`config.mk`:
```
export PLATFORM = sky130hd
export DESIGN_NAME = pipe_mult_delay_flat
export DESIGN_NICKNAME = d
export VERILOG_FILES = /design/src/rtl/pipe_mult_delay_if.sv /design/src/rtl/pipe_mult_delay.sv /design/src/flat_wrapper.sv
export SDC_FILE = /design/constraint.sdc
export NUM_CORES = 1
export LEC_CHECK = 0
export ABC_AREA = 1
export CAP_MARGIN = 20
export CORE_MARGIN = 2
export CORE_UTILIZATION = 45
export DETAILED_ROUTE_END_ITERATION = 12
export PLACE_DENSITY = 0.66
export SLEW_MARGIN = 20
export SYNTH_ARGS = -nofsm -noshare
export SYNTH_HDL_FRONTEND = slang
export SYNTH_SLANG_ARGS = --single-unit
```
`constraint.sdc`:
```
create_clock -name clk -period 18.4 [get_ports clk]
set_clock_uncertainty 0.1 [all_clocks]
set_input_delay 4.6 -clock clk [delete_from_list [all_inputs] [get_ports clk]]
set_output_delay 4.6 -clock clk [all_outputs]
set_load 0.05 [all_outputs]
```
`src/rtl/pipe_mult_delay_if.sv`:
```
// +----------------------------------------------------------------------------+
// | Module      : pipe_mult_delay_if                                           |
// | Description : Operand/product bundle for pipe_mult_delay. The master side  |
// |               drives operands, enable and valid; the slave side (the       |
// |               multiplier) returns the product and its valid.               |
// |               Carries the bypass select when PIPE_MULT_DELAY_BYPASS_EN is  |
// |               defined.                                                     |
// | Revision    : 1.0 - initial release                                        |
// +----------------------------------------------------------------------------+
`default_nettype none

interface pipe_mult_delay_if #(
  parameter int A_WIDTH = 16,
  parameter int B_WIDTH = 16
);
  logic                       en;
  logic                       in_valid;
  logic [A_WIDTH-1:0]         a;
  logic [B_WIDTH-1:0]         b;
  logic [A_WIDTH+B_WIDTH-1:0] p;
  logic                       out_valid;
`ifdef PIPE_MULT_DELAY_BYPASS_EN
  logic                       bypass;

  modport master (output en, in_valid, a, b, bypass, input p, out_valid);
  modport slave  (input en, in_valid, a, b, bypass, output p, out_valid);
`else
  modport master (output en, in_valid, a, b, input p, out_valid);
  modport slave  (input en, in_valid, a, b, output p, out_valid);
`endif
endinterface

`default_nettype wire

```
`src/rtl/pipe_mult_delay.sv`:
```
// +----------------------------------------------------------------------------+
// | Module      : pipe_mult_delay                                              |
// | Description : Fully pipelined multiplier (signed or unsigned) with a       |
// |               matching valid pipeline. The multiply sits in stage 0; the   |
// |               remaining LATENCY-1 stages are plain output registers so     |
// |               synthesis can retime them into DSP pipeline registers.       |
// |               With LATENCY=1 it doubles as a one-cycle data/enable delay.  |
// |               Optional macro PIPE_MULT_DELAY_BYPASS_EN adds a bypass       |
// |               select that loads the extended operand a instead of a*b.     |
// | Revision    : 1.0 - initial release                                        |
// +----------------------------------------------------------------------------+
`default_nettype none

module pipe_mult_delay #(
  parameter int A_WIDTH = 16,
  parameter int B_WIDTH = 16,
  parameter int LATENCY = 2,   // legal range 1..8
  parameter int SIGNED  = 1
) (
  input wire                 clk,
  input wire                 rst,
  pipe_mult_delay_if.slave   bus
);

  localparam int c_P_WIDTH = A_WIDTH + B_WIDTH;

  logic [c_P_WIDTH-1:0] w_a_ext;
  logic [c_P_WIDTH-1:0] w_b_ext;
  logic [c_P_WIDTH-1:0] w_prod;
  logic [c_P_WIDTH-1:0] w_stage0;

  logic [c_P_WIDTH-1:0] r_p [LATENCY];
  logic [LATENCY-1:0]   r_v;

  // Extend both operands to full product width. The low c_P_WIDTH bits of
  // the extended multiply equal the exact product for either signedness.
  generate
    if (SIGNED != 0) begin : g_signed
      assign w_a_ext = {{B_WIDTH{bus.a[A_WIDTH-1]}}, bus.a};
      assign w_b_ext = {{A_WIDTH{bus.b[B_WIDTH-1]}}, bus.b};
    end else begin : g_unsigned
      assign w_a_ext = {{B_WIDTH{1'b0}}, bus.a};
      assign w_b_ext = {{A_WIDTH{1'b0}}, bus.b};
    end
  endgenerate

  assign w_prod = w_a_ext * w_b_ext;

`ifdef PIPE_MULT_DELAY_BYPASS_EN
  // Bypass turns the block into a pure delay line for operand a.
  assign w_stage0 = bus.bypass ? w_a_ext : w_prod;
`else
  assign w_stage0 = w_prod;
`endif

  // Product and valid pipelines advance together on en; reset beats en.
  always_ff @(posedge clk) begin
    if (rst) begin
      for (int i = 0; i < LATENCY; i++) begin
        r_p[i] <= '0;
      end
      r_v <= '0;
    end else if (bus.en) begin
      r_p[0] <= w_stage0;
      r_v[0] <= bus.in_valid;
      for (int i = 1; i < LATENCY; i++) begin
        r_p[i] <= r_p[i-1];
        r_v[i] <= r_v[i-1];
      end
    end
  end

  assign bus.p         = r_p[LATENCY-1];
  assign bus.out_valid = r_v[LATENCY-1];

endmodule

`default_nettype wire

```
`src/flat_wrapper.sv`:
```
// flat-port wrapper written by rule: the top's interface ports become plain ports
module pipe_mult_delay_flat 
#(
  parameter int A_WIDTH = 16,
  parameter int B_WIDTH = 16,
  parameter int LATENCY = 2,                      
  parameter int SIGNED  = 1
)
  (clk, rst, bus_en, bus_in_valid, bus_a, bus_b, bus_p, bus_out_valid);
  pipe_mult_delay_if #(.A_WIDTH(A_WIDTH), .B_WIDTH(B_WIDTH)) bus_i ();
  input wire clk;
  input wire rst;
  input wire logic [$bits(bus_i.en)-1:0] bus_en;
  input wire logic [$bits(bus_i.in_valid)-1:0] bus_in_valid;
  input wire logic [$bits(bus_i.a)-1:0] bus_a;
  input wire logic [$bits(bus_i.b)-1:0] bus_b;
  output wire logic [$bits(bus_i.p)-1:0] bus_p;
  output wire logic [$bits(bus_i.out_valid)-1:0] bus_out_valid;
  assign bus_i.en = bus_en;
  assign bus_i.in_valid = bus_in_valid;
  assign bus_i.a = bus_a;
  assign bus_i.b = bus_b;
  assign bus_p = bus_i.p;
  assign bus_out_valid = bus_i.out_valid;
  pipe_mult_delay #(.A_WIDTH(A_WIDTH), .B_WIDTH(B_WIDTH), .LATENCY(LATENCY), .SIGNED(SIGNED)) u_core (.clk(clk), .rst(rst), .bus(bus_i));
endmodule
```
==> summary.md <==
| Metric | Value |
|---|---|
| Crit Path Class | in2reg |
| Gate Count Post-Synth | between 1500 and 2000 |
| Die X | ~180 um |
| Routed WL | approximately 29 mm |
| Fin Setup TNS | 0 ps |
| Post-CTS Setup Inserts | 0 |
| Diode count | 0 |
| Drt pass-1 iters | 5 |
| Routed length per placed instance | around 15 um |
| Final Instance Area | approximately 0.014 mm^2 |
| Crit-path max FO | 16 |
| Endpoints failing hold | 0 |
| Min cycle time layout | 10790 ps |
| Core area | between 0.02 and 0.03 mm^2 |
| Hold Path Sink | u_core.r_v[1]$_SDFFE_PP0P_ |
| Yosys warnings | 0 |
| Number of global-route vias before repair | 10671 |
| Gr usage total | approximately 21% |
| Share of layout cells above drive strength 1 | approximately 4.7% |
| Largest family of logic cells by synthesized area | adder cells |
| Worst-path cell chain | clkdlybuf4s50_1 -> nand2_1 -> inv_1 -> fa_1 -> fa_1 -> fa_1 -> fa_1 -> fa_1 -> inv_1 -> fa_1 -> inv_1 -> ha_1 -> a21oi_1 -> nand2_1 -> inv_1 -> nand2_1 -> nand2_1 -> nand2_1 -> nor2_1 -> nand3_2 -> nand2_1 -> nor2_1 |
| Via Count | approximately 9700 |
| Via density | around 4.8 |
| GR Util met1 | 25.2% |
| Synthesized-area fraction occupied by adder cells | a little under half |
| CP endpoint kind | flip-flop |
| IO Pins | 69 |
| EDFF count, synth | 64 |
| Root buffer cell | clkbuf_16 |
| TritonCTS buffer count | 9 |
| FMAX | approximately 93 MHz |
| Worst Max-Slew Pin Slew | between 800 and 900 ps |
| Critical path data arrival time | about 11000 ps |
| CP required | between 15000 and 20000 ps |
| Initial drt markers | approximately 520 |
| Reg2reg start | u_core.r_p[0][28]$_SDFFCE_PN0P_ |
| Clock Path Buffers | 2 |
| Multiplexer share of the synthesized area | 0% |
| Slew HR | around 45% |
| Status | complete, no violations |
| Mapped Area | around 0.013 mm^2 |
| Xor-xnor portion of the synthesized cell area | 0.131% |
| RSZ-0062 raised after global routing | no |
| Starting Density | roughly 45% |
| Mapped Nets | approximately 2000 |
| Yosys reg bits | between 60 and 70 |
| Synth async-reset ratio | 0% |
| Max Slew Vio Count | 0 |
| Mean Syn Cell Area | a little over 8 um^2 |
| Seq/Total Area, Yosys | approximately 15% |
| DR DRC count | 0 |
| Worst reg-to-reg setup slack | approximately 18000 ps |
| GP Congestion | between 0.9 and 1 |
| Critical path's slowest cell | clkdlybuf4s50_1 |
| Sink Count | between 60 and 70 |
| Worst flop-to-flop path endpoint | u_core.r_p[0][60]$_SDFFCE_PN0P_ |
| Hold WC Path Type | reg2reg |
| Hold Crit Start | u_core.r_v[0]$_SDFFE_PP0P_ |
| H-tree Lvls | 3 |
| Final cycle utilization of the critical path | around 59% |
| Placement row count | between 60 and 70 |
| Post-Synth Simple-Gate Area | between 10% and 20% |
| Worst skew pair latency | approximately 330 ps |
| Compound-cell area share of the yosys netlist | approximately 4.0% |
| Antenna viol nets, final | 0 |
| Hold Path Depth | 2 |
| PortBufs | 68 |
| TritonCTS clock tree | yes |
| Die footprint | slightly above 0.03 mm^2 |
| CTS resizes | 0 |
| R2R depth | 2 |
| Global route overflow | 0 |
| Met3 Track Usage GR | ~2.0% |
| Main flop type after synthesis | edfxtp_1 |
| CP peak stage delay | slightly below 900 ps |
| Cts hold-fix bufs | 0 |
| Min Hold Slack | around 370 ps |
| Met2 GRT Util | between 30% and 40% |
| Max-cap violations | 0 |
| Fillers | ~2900 |
| Gr busiest metal | met2 |
| Global-route wire length before repair | a little over 50 mm |
| Critical Path Start Type | primary input |
| Post-DP HPWL | 24.7 mm |
| Final setup violation count | 0 |
| Initial antenna violation count | 0 |
| Die Y | 177 um |
| Area after DPL | between 0.01 and 0.015 mm^2 |
| P&R area growth vs syn | 7.43% |
| Fin nets | around 2000 |
| Largest net degree at the start of global routing | 66 |
| Clk slew on worst S/H paths | 50 ps |
| Yosys cell types | 36 |
==> synth_stat cells, types with 3 or more instances <==
library cell | instances | area (um^2)
edfxtp_1 | 64 | 1920
nand2_1 | 367 | 1380
nor3_1 | 5 | 25.0
inv_1 | 486 | 1820
a21o_1 | 3 | 22.5
o21ai_0 | 18 | 90.1
nor2_2 | 9 | 56.3
a21oi_1 | 45 | 225
clkbuf_1 | 63 | 236
o21ai_1 | 7 | 35.0
inv_2 | 7 | 26.3
nor2_1 | 100 | 375
nand4_1 | 6 | 37.5
nand2_2 | 16 | 100
ha_1 | 82 | 1030
buf_4 | 32 | 240
or2_2 | 3 | 18.8
o21bai_1 | 6 | 45.0
o21a_1 | 4 | 30.0
a21oi_2 | 5 | 43.8
nand3_2 | 9 | 90.1
fa_1 | 262 | 5250
nand3_1 | 23 | 115
==> cells by family after synthesis <==
group	count (synthesis)
xor gates and xnor gates	2
buffers and inverters	591
adders and majority gates	344
DFF	66
and+or+nand+nor	543
AOI/OAI and AO/OA	93
==> routing by layer <==
layer / part of all wire [%] / vias up
li1: - / 4618
met1: 41 / 4797
met2: 52 / 225
met3: 3.8 / 69
met4: 3.4 / 0
met5: 0 / -
==> cell type report <==
cell class,count,area (um^2),area share [%]
Clock inverter,5,55.1,0.383
Multi-Input combinational cell,982,9080,63.1
Inverter,494,1850,12.9
Timing Repair Buffer,72,711,4.94
Clock buffer,11,233,1.62
Sequential cell,66,1960,13.6
Tap cell,390,488,3.39
==> critical path, delay by kind of cell <==
kind | cells | cell delay (ps)
AOI/OAI and AO/OA | 1 | 290
adders and majority gates | 7 | 3730
buffers and inverters | 5 | 1190
and+or+nand+nor | 9 | 960
==> placed cells by master (no fill, tap or decap), drive strengths merged <==
cell	n
a21boi	1
a21o	3
a21oi	50
and2	1
buf	4
bufinv	1
clkbuf	11
clkdlybuf4s50	68
clkinv	3
clkinvlp	2
dfxtp	2
edfxtp	64
fa	262
ha	82
inv	493
nand2	383
nand3	32
nand4	6
nor2	111
nor3	7
o211ai	1
o21a	4
o21ai	27
o21bai	7
or2	3
xnor2	2
==> metrics by stage <==
step	util [%]	cells	setup slack (ps)
2_1_floorplan	-	1639	8390
3_3_place_gp	47.8	2004	7370
3_5_place_dp	47.8	2004	7280
4_1_cts	48.8	2020	7620
5_1_grt	48.8	2020	7280
6_report	48.8	2020	7610
==> worst max-delay path by stage <==
stage | from | to | depth (start not counted)
after detailed placement | bus_a[15] | u_core.r_p[0][31]$_SDFFCE_PN0P_ | 22
after CTS | bus_a[15] | u_core.r_p[0][31]$_SDFFCE_PN0P_ | 22
final | bus_a[15] | u_core.r_p[0][31]$_SDFFCE_PN0P_ | 22
after floorplan | bus_b[5] | u_core.r_p[0][30]$_SDFFCE_PN0P_ | 20
after global placement | bus_b[1] | u_core.r_p[0][31]$_SDFFCE_PN0P_ | 22
after global routing | bus_b[1] | u_core.r_p[0][30]$_SDFFCE_PN0P_ | 19
==> sequential cells by signal, indices dropped and copies added, names as in the netlist <==
signal	count
u_core.r_p	64
u_core.r_v	2
Power is left out: the tool's default activity adds up to more than one toggle a clock period on the data nets, which glitch-free logic cannot reach.
